`src/rtl/ifetch.sv`:
```
// Instruction fetch: up to 2 requests in flight, 2-entry response FIFO, branch/trap redirect with response dropping.
// Fetch-to-decode latency 2 cycles; dec_stall_i holds the output and parks responses. IFETCH_MISALIGN_EXC_EN enables the misaligned-target flag.
module ifetch #(
  parameter int unsigned     XLEN         = 32,
  parameter logic [XLEN-1:0] RESET_VECTOR = 32'h0000_0000,
  parameter logic [XLEN-1:0] NOP_INSTR    = 32'h0000_0013
) (
  input  logic            clk,
  input  logic            reset_n,
  output logic            imem_req_o,
  output logic [XLEN-1:0] imem_adr_o,
  input  logic            imem_gnt_i,
  input  logic            imem_rvalid_i,
  input  logic [XLEN-1:0] imem_rdata_i,
  input  logic            branch_v_q_i,
  input  logic [XLEN-1:0] branch_target_q_i,
  input  logic            trap_v_i,
  input  logic [XLEN-1:0] trap_target_i,
  input  logic            dec_stall_i,
  output logic [XLEN-1:0] instr_q_o,
  output logic [XLEN-1:0] pc0_q_o,
  output logic            instr_v_q_o,
  output logic            instr_misaligned_q_o
);

  localparam logic [XLEN-1:0] PC_INC = XLEN'(4);

  logic            redirect;
  logic            misaligned_tgt;
  logic            halt;
  logic            grant;
  logic            accept;
  logic            push;
  logic            pop;
  logic            req_en;
  logic [XLEN-1:0] target_raw;
  logic [XLEN-1:0] target;
  logic [XLEN-1:0] fetch_pc;
  logic [XLEN-1:0] resp_pc;
  logic [1:0]      outstanding;
  logic [1:0]      drop_cnt;
  logic [1:0]      fifo_cnt;
  logic            rd_ptr;
  logic            wr_ptr;
  logic [XLEN-1:0] fifo_pc    [2];
  logic [XLEN-1:0] fifo_instr [2];

  always_comb begin
    redirect   = trap_v_i | branch_v_q_i;
    target_raw = trap_v_i ? trap_target_i : branch_target_q_i;
`ifdef IFETCH_MISALIGN_EXC_EN
    target         = target_raw;
    misaligned_tgt = |target_raw[1:0];
`else
    target         = target_raw & ~XLEN'(3);
    misaligned_tgt = 1'b0;
`endif
  end

`ifdef IFETCH_MISALIGN_EXC_EN
  // A misaligned target parks the fetcher until the next redirect.
  always_ff @(posedge clk or negedge reset_n) begin
    if (!reset_n)      halt <= 1'b0;
    else if (redirect) halt <= misaligned_tgt;
  end
`else
  assign halt = 1'b0;
`endif

  // In-flight requests plus parked responses never exceed the FIFO depth.
  assign imem_req_o = req_en & ~halt & ~redirect &
                      (({1'b0, outstanding} + {1'b0, fifo_cnt}) < 3'd2);
  assign imem_adr_o = fetch_pc;
  assign grant      = imem_req_o & imem_gnt_i;
  assign accept     = imem_rvalid_i & ~redirect & (drop_cnt == 2'd0);
  assign pop        = ~redirect & ~dec_stall_i & (fifo_cnt != 2'd0);
  assign push       = accept & (dec_stall_i | (fifo_cnt != 2'd0));

  always_ff @(posedge clk or negedge reset_n) begin
    if (!reset_n) begin
      req_en      <= 1'b0;
      fetch_pc    <= RESET_VECTOR;
      resp_pc     <= RESET_VECTOR;
      outstanding <= 2'd0;
      drop_cnt    <= 2'd0;
    end else begin
      req_en      <= 1'b1;
      outstanding <= outstanding + {1'b0, grant} - {1'b0, imem_rvalid_i};
      if (redirect) begin
        fetch_pc <= target;
        resp_pc  <= target;
        // Everything still on the bus is stale; a response landing now is dropped directly.
        drop_cnt <= outstanding - {1'b0, imem_rvalid_i};
      end else begin
        if (grant)                               fetch_pc <= fetch_pc + PC_INC;
        if (accept)                              resp_pc  <= resp_pc + PC_INC;
        if (imem_rvalid_i && drop_cnt != 2'd0)   drop_cnt <= drop_cnt - 2'd1;
      end
    end
  end

  always_ff @(posedge clk or negedge reset_n) begin
    if (!reset_n) begin
      rd_ptr   <= 1'b0;
      wr_ptr   <= 1'b0;
      fifo_cnt <= 2'd0;
    end else if (redirect) begin
      rd_ptr   <= 1'b0;
      wr_ptr   <= 1'b0;
      fifo_cnt <= 2'd0;
    end else begin
      if (push) wr_ptr <= ~wr_ptr;
      if (pop)  rd_ptr <= ~rd_ptr;
      fifo_cnt <= fifo_cnt + {1'b0, push} - {1'b0, pop};
    end
  end

  always_ff @(posedge clk) begin
    if (push) begin
      fifo_pc[wr_ptr]    <= resp_pc;
      fifo_instr[wr_ptr] <= imem_rdata_i;
    end
  end

  // Priority: parked responses first, then bypass, else bubble with PC held.
  always_ff @(posedge clk or negedge reset_n) begin
    if (!reset_n) begin
      instr_q_o            <= NOP_INSTR;
      pc0_q_o              <= '0;
      instr_v_q_o          <= 1'b0;
      instr_misaligned_q_o <= 1'b0;
    end else if (redirect) begin
      instr_q_o            <= NOP_INSTR;
      instr_v_q_o          <= 1'b0;
      instr_misaligned_q_o <= misaligned_tgt;
      if (misaligned_tgt) pc0_q_o <= target;
    end else if (!dec_stall_i) begin
      instr_misaligned_q_o <= 1'b0;
      if (pop) begin
        instr_q_o   <= fifo_instr[rd_ptr];
        pc0_q_o     <= fifo_pc[rd_ptr];
        instr_v_q_o <= 1'b1;
      end else if (accept) begin
        instr_q_o   <= imem_rdata_i;
        pc0_q_o     <= resp_pc;
        instr_v_q_o <= 1'b1;
      end else begin
        instr_q_o   <= NOP_INSTR;
        instr_v_q_o <= 1'b0;
      end
    end
  end

endmodule

```
`config.mk`:
```
export PLATFORM = sky130hd
export DESIGN_NAME = ifetch
export DESIGN_NICKNAME = d
export VERILOG_FILES = /design/src/rtl/ifetch.sv
export SDC_FILE = /design/constraint.sdc
export NUM_CORES = 1
export LEC_CHECK = 0
export CAP_MARGIN = 20
export CORE_AREA = 10 10 169 171
export DETAILED_ROUTE_END_ITERATION = 10
export DIE_AREA = 0 0 179 181
export PLACE_DENSITY = 0.75
export SLEW_MARGIN = 20
export SYNTH_ARGS = -nofsm -noshare
export SYNTH_HDL_FRONTEND = slang
export SYNTH_SLANG_ARGS = --single-unit
```
`constraint.sdc`:
```
create_clock -name clk -period 7.8 [get_ports clk]
set_input_delay 1.56 -clock clk [delete_from_list [all_inputs] [get_ports clk]]
set_output_delay 1.56 -clock clk [all_outputs]
set_load 0.01 [all_outputs]
```
; After elaboration in Yosys (flattened, before gate mapping)
; Memories as Yosys holds them, arrays and structs flattened.
; Index checks and enable logic that the tools add are counted.
[word_totals]
in_bits = 103
word_cells = 76
register_bits = 139
ram_bits = 128
out_inout_bits = 99
memories = 2
[memory_table]
columns = memory, depth, word_bits, rd, rd_ports_with_merged_regs, wr, line
row1 = fifo_instr, 2, 32, 1, 0, 1, 46  ; logic [XLEN-1:0] fifo_instr [2];
row2 = fifo_pc, 2, 32, 1, 0, 1, 45  ; logic [XLEN-1:0] fifo_pc [2];
[classes]
eq_ne = 1
n_reduce_logical = 11
muxes = 26
bitwise = 14
magnitude_cmp = 1
add_sub_neg = 9
[ops]
columns = operator, n
row1 = two-way mux 32 bit, 11
row2 = "adder 32 x 3 -> 32 bit, second input constant", 2
row3 = nonzero test 2 bit, 8
row4 = two-way mux 1 bit, 12
row5 = bitwise AND 1 bit, 8
row6 = two-way mux 2 bit, 3
row7 = subtractor 2 x 1 -> 2 bit, 3
row8 = adder 2 x 1 -> 2 bit, 2
row9 = inverter 1 bit, 4
row10 = adder 2 x 2 -> 3 bit, 1
row11 = "less-than comparator 3 x 2 -> 1 bit, second input constant", 1
row12 = AND reduction 3 bit, 1
row13 = zero test 2 bit, 1
row14 = "!= test 2 x 1 -> 1 bit, second input constant", 1
row15 = OR 1 bit, 2
row16 = "subtractor 2 x 1 -> 2 bit, second input constant", 1
row17 = logical AND 1 bit, 1

; Longest topological paths before layout
; Gate-level depths: netlist of run 1.
[depth]
ltp_word = 8
depth_mapped = 10
depth_no_buf = 7

; Worst setup path before layout of run 1
; OpenSTA, ideal clock, no wires.
[synth_path]
path_kind = input-to-reg
startpoint = input port branch_v_q_i
endpoint = memory fifo_instr[0][0], enable pin
n_path_buf = 4
required_ns = 7.165
t_arrival_ns = 8.525
path_slack_ns = -1.361
setup_ns = 0.635
path_stages = 6
cell_sequence = clkbuf_1 or2_2 clkbuf_1 clkbuf_1 buf_1 nor4_1
[synth_via]
elab_chain_len = 7
[synth_rtl]
columns = item, line
row1 = from (decl), 15  ; input logic branch_v_q_i,
row2 = OR 1 bit, 49  ; redirect = trap_v_i | branch_v_q_i;
row3 = inverter 1 bit (no line), --
row4 = bitwise AND 1 bit (2 in a row), 75  ; assign accept = imem_rvalid_i & ~redirect & (drop_cnt == 2'd0);
row5 = bitwise AND 1 bit, 77  ; assign push = accept & (dec_stall_i | (fifo_cnt != 2'd0));
row6 = two-way mux 1 bit, 119  ; if (push) begin
row7 = two-way mux 1 bit (not written as such), 121  ; fifo_instr[wr_ptr] <= imem_rdata_i;
row8 = to (decl), 46
; No other way between the ends.

; Worst setup path in the final report of run 1
[layout_path]
startpoint = input port trap_v_i
endpoint = output port imem_req_o
[layout_via]
elab_chain_len = 4
[layout_rtl]
columns = item, line
row1 = from (decl), 17  ; input logic trap_v_i,
row2 = OR 1 bit, 49
row3 = inverter 1 bit (no line), --
row4 = bitwise AND 1 bit (2 in a row), 71  ; assign imem_req_o = req_en & ~halt & ~redirect &
row5 = to (decl), 10  ; output logic imem_req_o,
; No other way between the ends.

==> impl_metrics.env, run 1 <==
export IMPL_outcome="complete, no violations"
export IMPL_grt_overflow_total=0
export IMPL_postCtsSetupRepairBufs=0
export IMPL_synth_cell_types=59
export IMPL_antenna_found_initial=0
export IMPL_clockRootBuffer="clkbuf_16"
export IMPL_finalNetCount=1371
export IMPL_grtUsageTotal=0.1954
export IMPL_htreeDepth=1
export IMPL_finalCriticalPeriod_ns=4.749
export IMPL_muxShareOfSynthArea=0.05531
export IMPL_portBuffers=192
export IMPL_pin_count=202
export IMPL_synthAdderAreaFrac=0.007992
export IMPL_maxSlewHeadroom=0.3536
export IMPL_hold_viol=0
export IMPL_cp_start_kind="input port"
export IMPL_die_w_um=179
export IMPL_post_route_period_util=0.6089
export IMPL_cap_violations=0
export IMPL_drt_pass1_iter_count=5
export IMPL_hpwl_mm=21.86
export IMPL_cp_required_ns=6.24
export IMPL_synth_top_family_by_area="compound AO/OA/AOI/OAI gates"
export IMPL_syn2layout_area_growth_pct=26.13
export IMPL_cellPowerDensity_nw_per_um2=250.9
export IMPL_synth_xor_xnor_area_share=0.005889
export IMPL_leakage_nw=5.379
export IMPL_slew_violations=0
export IMPL_seq_area_frac_synth=0.5909
export IMPL_row_count=58
export IMPL_ys_ff_latch=256
export IMPL_synth_area_leaders="edfxtp_1 (31%), dfrtp_1 (27%), a21oi_1 (6.6%), mux2_2 (2.8%), nor2_1 (2.8%)"
export IMPL_synth_compound_area_share=0.1764
export IMPL_numCtsBuffers=28
export IMPL_yosysTopAreaCell="edfxtp_1"
export IMPL_placed_cell_area_um2=14100
export IMPL_clkTransAtPathRegs_ns=0.06
export IMPL_drive_gt1_frac=0.08418
export IMPL_die_area_um2=32400
export IMPL_clock_latency_ns=0.53
export IMPL_grt_max_degree=89
export IMPL_syn_area_um2=11900
export IMPL_fin_skew_ns=0.01269
export IMPL_arrival_ns=3.19
export IMPL_async_reset_ff_frac=0.5156
export IMPL_vias=9634
export IMPL_yosysWarningCount=0
export IMPL_cts_sinks=256
export IMPL_die_h_um=181
export IMPL_wire_per_inst_um=20.10
export IMPL_path_max_fanout=49
export IMPL_synth_cells=1099
export IMPL_synth_edf_count=124
export IMPL_hold_class="reg2reg"
export IMPL_via_per_inst=5.973
export IMPL_power_mw=3.765
export IMPL_antenna_cells=0
export IMPL_synth_common_cells="a21oi_1 (158), dfrtp_1 (129), edfxtp_1 (124), nor2_1 (90), nand2_1 (84)"
export IMPL_critPathKind="in2out"
export IMPL_synth_avg_cell_area_um2=10.83
export IMPL_final_design_area_no_fill_um2=15010
export IMPL_cts_tree="done"
export IMPL_post_cts_resize_count=0
export IMPL_crit_path_end_kind="primary output"
export IMPL_cts_buffer_depth=3
export IMPL_ir_worst_vdd_mv=0.1613
export IMPL_setup_viol=0
export IMPL_min_path_cells=2
export IMPL_synth_simple_area_share=0.1304
export IMPL_fmax_mhz=210.6
export IMPL_yosysMostFrequentCell="a21oi_1"
export IMPL_grt_pass1_wl_mm=52.10
export IMPL_drtAntennaViolNets=0
export IMPL_rsz0062_at_grt="false"
export IMPL_start_util=0.4753
export IMPL_synthFlopType="dfrtp_1"
export IMPL_first_iter_violations=768
export IMPL_tightestPinTransition_ns=0.9697
export IMPL_place_gp_congestion=0.8995
export IMPL_core_area_um2=25040
export IMPL_wirelength_mm=32.42
export IMPL_rr_worst_depth=5
export IMPL_drcViolationCount=0
export IMPL_netlist_area_leader_share=0.3129
export IMPL_cts_hold_buffers=0
export IMPL_finalSetupTns_ns=0
export IMPL_grt_pass1_vias=9686
-- report_power, final --
group | internal [mW] | leakage [nW] | switching (mW) | total [mW]
clock | 0.783 | 0.447 | 0.524 | 1.31
sequential | 1.57 | 2.82 | 0.127 | 1.69
combinational | 0.371 | 2.11 | 0.396 | 0.766
-- cell usage in the layout, fill, tap and decap left out, types with 3 or more instances in the layout --
cell type        instances
a211oi_1                26
a21oi_1                158
a2bb2oi_1               12
a311oi_1                 6
a31oi_1                 15
a32oi_1                  3
a41o_1                   4
and2_1                  17
and3_1                  12
and4_1                  11
buf_4                   17
bufinv_16                3
clkbuf_1                10
clkbuf_16               29
clkdlybuf4s50_1        190
clkinv_2                 5
clkinv_4                 3
conb_1                   6
dfrtp_1                128
dfstp_2                  3
edfxtp_1               124
ha_1                     6
inv_1                   12
mux2_2                  30
mux2i_1                 32
nand2_1                 83
nand2b_1                 7
nand3_1                 27
nand4_1                 18
nor2_1                  87
nor3_1                  23
nor3b_1                  7
nor4_1                   4
o21a_1                   5
o21ai_0                 52
o22ai_1                 44
o31ai_1                 13
or2_2                    3
xnor2_1                  6
-- final timing paths --
path	start	to	slack (ns)
min in group asynchronous	reset_n	imem_adr_o[22]	1.08
worst max register to register	fifo_cnt[0]	fifo_instr[1][23]	4.37
worst min-delay path	instr_v_q_o	instr_v_q_o	0.52
worst max-delay path	trap_v_i	imem_req_o	3.05
max in group asynchronous	reset_n	instr_q_o[17]	5.51
worst min register to register	instr_v_q_o	instr_v_q_o	0.52
-- logic make-up (layout without fill, tap and decap cells) --
family                     after synthesis  count (layout)
AOI/OAI and AO/OA                      354             354
muxes                                   62              62
DFF                                    256             256
adders and majority gates                7               7
buffers and inverters                   93             273
and+or+nand+nor                        317             317
other                                    2               6
xor gates and xnor gates                 8               8
-- final cells by class --
cell class	instances	area (µm²)
Multi-Input combinational cell	754	4561
Tap cell	330	412.9
Sequential cell	256	7032
Clock buffer	39	763.2
Clock inverter	13	148.9
Fill cell	2080	10030
Inverter	12	45.04
Timing Repair Buffer	209	2046
-- routing by layer --
metal,GRT usage,part of all wire,up-vias
li1,-,-,4450
met1,0.2599,0.43,4726
met2,0.3125,0.46,406
met3,0.04900,0.088,52
met4,0.04730,0.020,0
met5,0,0,-
-- per-stage QoR --
step	worst slack (ns)	util	hold WS, ns	instances
2_1_floorplan	1.272	-	0.4368	1103
3_3_place_gp	3.073	0.5630	0.4970	1561
3_5_place_dp	3.059	0.5630	0.5070	1561
4_1_cts	3.056	0.5995	0.5226	1613
5_1_grt	2.963	0.5995	0.5438	1613
6_report	3.051	0.5995	0.5161	1613
-- critical path, stage by stage --
cell and delay (ns):
clkdlybuf4s50_1 0.45, buf_4 0.39, nor2_4 0.09, and2_1 0.16
clkdlybuf4s50_1 0.53
-- flip-flops by register name (all words and copies together) (netlist names), 2 cells and up --
register	count
fifo_cnt	2
resp_pc	30
pc0_q_o	30
drop_cnt	2
imem_adr_o	30
instr_q_o	32
fifo_pc	60
outstanding	2
fifo_instr	64
No activity file was read; power rests on OpenSTA's default activity.
==> run 2, diff against run 1 <==
CORE_AREA = 10 10 160 162   (was 10 10 169 171)
DIE_AREA = 0 0 170 172   (was 0 0 179 181)
PLACE_DENSITY = 0.8   (was 0.75)
clock period = 4.43 ns   (was 7.8 ns; I/O delays follow)
==> impl_metrics.env, run 2 (synthesized netlist as in run 1, its figures left out) <==
export IMPL_fin_skew_ns=0.01002
export IMPL_post_route_period_util=0.8304
export IMPL_cap_violations=0
export IMPL_tightestPinTransition_ns=1.055
export IMPL_first_iter_violations=824
export IMPL_finalNetCount=1375
export IMPL_top_register="fifo_instr"
export IMPL_drive_gt1_frac=0.08638
export IMPL_clockRootBuffer="clkbuf_16"
export IMPL_antenna_cells=0
export IMPL_postCtsSetupRepairBufs=0
export IMPL_path_max_fanout=6
export IMPL_htreeDepth=1
export IMPL_hpwl_mm=22.29
export IMPL_wire_per_inst_um=21.01
export IMPL_cp_start_kind="flip-flop"
export IMPL_clkTransAtPathRegs_ns=0.06
export IMPL_fmax_mhz=271.8
export IMPL_place_gp_congestion=0.8476
export IMPL_layout_commonest_cell="clkdlybuf4s50_1"
export IMPL_pin_count=202
export IMPL_grt_overflow_total=0
export IMPL_cts_sinks=256
export IMPL_final_cell_mix="clkdlybuf4s50_1 (190), a21oi_1 (158), dfrtp_1 (128)"
export IMPL_setup_viol=0
export IMPL_cp_required_ns=3.54
export IMPL_rsz0062_at_grt="false"
export IMPL_finalCriticalPeriod_ns=3.679
export IMPL_hold_viol=0
export IMPL_ir_worst_vdd_mv=0.2265
export IMPL_whs_ns=0.4250
export IMPL_drcViolationCount=0
export IMPL_arrival_ns=2.79
export IMPL_vias=9678
export IMPL_drtAntennaViolNets=0
export IMPL_cellPowerDensity_nw_per_um2=433.7
export IMPL_cts_tree="done"
export IMPL_cts_buffer_depth=3
export IMPL_grtUsageTotal=0.2185
export IMPL_fillers=1687
export IMPL_portBuffers=192
export IMPL_outcome="complete, no violations"
export IMPL_die_w_um=170
export IMPL_top_regs="fifo_instr x64, fifo_pc x60, instr_q_o x32"
export IMPL_clock_latency_ns=0.52
export IMPL_row_count=55
export IMPL_die_h_um=172
export IMPL_syn2layout_area_growth_pct=25.42
export IMPL_grt_max_degree=92
export IMPL_drt_pass1_iter_count=5
export IMPL_grt_pass1_wl_mm=51.63
export IMPL_wirelength_mm=32.99
export IMPL_final_design_area_no_fill_um2=14920
export IMPL_post_cts_resize_count=0
export IMPL_largest_reg_flops=64
export IMPL_cts_hold_buffers=0
export IMPL_antenna_found_initial=0
export IMPL_hold_class="in2async"
export IMPL_grt_pass1_vias=9735
export IMPL_finalSetupTns_ns=0
export IMPL_leakage_nw=5.360
export IMPL_numCtsBuffers=26
export IMPL_placed_cell_area_um2=14090
export IMPL_core_area_um2=22370
export IMPL_maxSlewHeadroom=0.2966
export IMPL_critPathKind="reg2out"
export IMPL_slew_violations=0
export IMPL_crit_path_end_kind="primary output"
export IMPL_die_area_um2=29240
export IMPL_start_util=0.5320
export IMPL_via_per_inst=6.164
run 2: final cells by class:
cell class / count / area, µm² / area share
inverters: 12 / 45.04 / 0.003018
well taps: 285 / 356.6 / 0.02390
flip-flops and latches: 256 / 7034 / 0.4714
multi-input cells: 754 / 4553 / 0.3051
clock inverters: 12 / 91.34 / 0.006121
clock buffers: 36 / 739.5 / 0.04955
repair buffers: 215 / 2103 / 0.1409
run 2: metrics by stage:
| stage | std cells | utilization | worst slack, ns | power [mW] |
|---|---|---|---|---|
| after floorplan | 1103 | - | 0.02528 | 3.629 |
| after global placement | 1522 | 0.6301 | 0.9761 | 4.332 |
| after detailed placement | 1522 | 0.6301 | 0.9072 | 4.379 |
| after CTS | 1570 | 0.6672 | 0.7422 | 6.502 |
| after global routing | 1570 | 0.6672 | 0.5738 | 6.747 |
| final | 1570 | 0.6672 | 0.7512 | 6.472 |
run 2: final timing paths:
kind	start	endpoint	slack, ns	depth (start not counted)
worst max-delay path	fifo_cnt[0]	imem_req_o	0.75	5
worst min-delay path	reset_n	imem_adr_o[23]	0.43	1
worst max register to register	fifo_cnt[0]	fifo_instr[1][12]	1.51	5
worst min register to register	instr_q_o[10]	instr_q_o[10]	0.52	2
max in group asynchronous	reset_n	instr_q_o[4]	3.02	2
min in group clk	instr_q_o[10]	instr_q_o[10]	0.52	2
run 2: worst max-delay path, cell delays in order (launching register included):
cell	delay [ns]
dfrtp_1	0.44
and2_1	0.17
fa_1	0.51
nor3b_1	0.34
and2_1	0.19
clkdlybuf4s50_1	0.62
run 2: power by group:
part | internal [mW] | total, mW | switching [mW]
Sequential | 2.76 | 2.98 | 0.225
Clock | 1.22 | 2.12 | 0.900
Combinational | 0.665 | 1.37 | 0.702
Total | 4.64 | 6.47 | 1.83
run 2: layer usage:
layer	routed length (µm)	vias up	track usage
li1	-	4440	-
met1	13450	4682	0.2814
met2	15490	510	0.3572
met3	3550	46	0.05996
met4	494	0	0.05873
met5	0	-	0
==> run 3, diff against run 2 <==
CORE_AREA = 10 10 169 171   (was 10 10 160 162)
DIE_AREA = 0 0 179 181   (was 0 0 170 172)
PLACE_DENSITY = 0.75   (was 0.8)
clock period = 3.1 ns   (was 4.43 ns; I/O delays follow)
==> impl_metrics.env, run 3 (synthesized netlist as in run 1, its figures left out) <==
export IMPL_outcome="complete, no violations"
export IMPL_finalSetupTns_ns=0
export IMPL_top_regs="fifo_instr x64, fifo_pc x60, instr_q_o x32"
export IMPL_die_w_um=179
export IMPL_whs_ns=0.04058
export IMPL_placed_cell_area_um2=14320
export IMPL_postCtsSetupRepairBufs=0
export IMPL_vias=9611
export IMPL_critPathKind="reg2out"
export IMPL_timing_rr_end="imem_adr_o[26]"
export IMPL_start_util=0.4753
export IMPL_cap_violations=0
export IMPL_final_cell_mix="clkdlybuf4s50_1 (189), a21oi_1 (158), dfrtp_1 (128)"
export IMPL_hold_viol=0
export IMPL_reg2reg_from="fifo_cnt[0]"
export IMPL_wire_per_inst_um=20.05
export IMPL_rr_worst_depth=9
export IMPL_syn2layout_area_growth_pct=27.87
export IMPL_crit_path_end_kind="primary output"
export IMPL_setup_viol=0
export IMPL_hpwl_mm=23.03
export IMPL_via_per_inst=5.875
export IMPL_layout_commonest_cell="clkdlybuf4s50_1"
export IMPL_rsz0062_at_grt="false"
export IMPL_pin_count=202
export IMPL_portBuffers=192
export IMPL_cellPowerDensity_nw_per_um2=622.6
export IMPL_top_register="fifo_instr"
export IMPL_clockRootBuffer="clkbuf_16"
export IMPL_clock_latency_ns=0.54
export IMPL_grt_pass1_wl_mm=51.81
export IMPL_ir_worst_vdd_mv=0.4304
export IMPL_grtUsageTotal=0.1960
export IMPL_clkTransAtPathRegs_ns=0.06
export IMPL_wirelength_mm=32.81
export IMPL_drcViolationCount=0
export IMPL_grt_pass1_vias=9635
export IMPL_final_design_area_no_fill_um2=15210
export IMPL_hold_class="in2async"
export IMPL_finalCriticalPeriod_ns=2.978
export IMPL_cts_sinks=256
export IMPL_post_route_period_util=0.9605
export IMPL_grt_max_degree=66
export IMPL_cts_buffer_depth=3
export IMPL_cp_start_kind="flip-flop"
export IMPL_grt_overflow_total=0
export IMPL_final_util=0.6077
export IMPL_power_mw=9.473
export IMPL_largest_reg_flops=64
export IMPL_core_area_um2=25040
export IMPL_drtAntennaViolNets=0
export IMPL_drt_pass1_iter_count=6
export IMPL_slew_violations=0
export IMPL_fin_skew_ns=0.02764
export IMPL_antenna_found_initial=0
export IMPL_antenna_cells=0
export IMPL_fmax_mhz=335.8
export IMPL_rrSetupSlack_ns=0.57
export IMPL_row_count=58
export IMPL_tightestPinTransition_ns=1.018
export IMPL_finalNetCount=1395
export IMPL_die_area_um2=32400
export IMPL_die_h_um=181
export IMPL_first_iter_violations=744
export IMPL_numCtsBuffers=27
export IMPL_arrival_ns=2.36
export IMPL_place_gp_congestion=0.9142
export IMPL_cp_required_ns=2.48
export IMPL_maxSlewHeadroom=0.3215
export IMPL_drive_gt1_frac=0.1011
export IMPL_cts_tree="done"
export IMPL_htreeDepth=1
export IMPL_leakage_nw=5.497
export IMPL_path_max_fanout=6
[run 3: per-stage QoR]
stage | std cells | worst slack (ns)
6_report | 1636 | 0.1224
5_1_grt | 1636 | 0.04297
4_1_cts | 1636 | 0.03099
3_5_place_dp | 1586 | 0.1633
3_3_place_gp | 1586 | 0.2226
2_1_floorplan | 1103 | -0.8036
[run 3: how the worst max path moves through the flow]
| stage | from | endpoint | cells after the start | slack, ns |
|---|---|---|---|---|
| 3_5_place_dp | trap_v_i | imem_adr_o[19] | 7 | 0.16 |
| 2_1_floorplan | branch_v_q_i | fifo_instr[0][0] | 6 | -0.80 |
| 6_report | fifo_cnt[0] | imem_req_o | 5 | 0.12 |
| 3_3_place_gp | trap_v_i | imem_adr_o[19] | 7 | 0.22 |
| 5_1_grt | fifo_cnt[0] | imem_req_o | 5 | 0.04 |
| 4_1_cts | fifo_cnt[0] | imem_req_o | 5 | 0.03 |
[run 3: area by class of cell]
type	count	area, µm²
Fill cell	2029	9822
Sequential cell	256	7032
Multi-Input combinational cell	754	4561
Timing Repair Buffer	234	2270
Clock buffer	38	747.0
Tap cell	330	412.9
Clock inverter	12	147.6
Inverter	12	45.04
[run 3: layer usage]
metal | vias to the layer above | global-route usage | part of all wire
li1 | 4504 | - | -
met4 | 0 | 0.04466 | 0.019
met3 | 51 | 0.04650 | 0.092
met5 | - | 0 | 0
met1 | 4664 | 0.2666 | 0.43
met2 | 392 | 0.3101 | 0.46
[run 3: critical path: stages, from the launching register on]
cell           delay, ns
dfrtp_1             0.43
and2_1              0.17
fa_1                0.50
nor3b_2             0.23
and2_1              0.16
dlygate4sd2_1       0.33
[run 3: power by group]
group          internal (mW)  leakage [nW]  total [mW]  switching, mW
registers               3.94          2.82        4.26          0.318
logic                  0.973          2.24        2.00           1.02
clock network           1.93         0.428        3.22           1.29
total                   6.84          5.50        9.47           2.63
[run 3: timing repair]
item,in CTS,in global routing
endpoints found under the hold margin,0,0
resized for setup,1,1
hold buffers,0,0
setup endpoints to repair,1,1
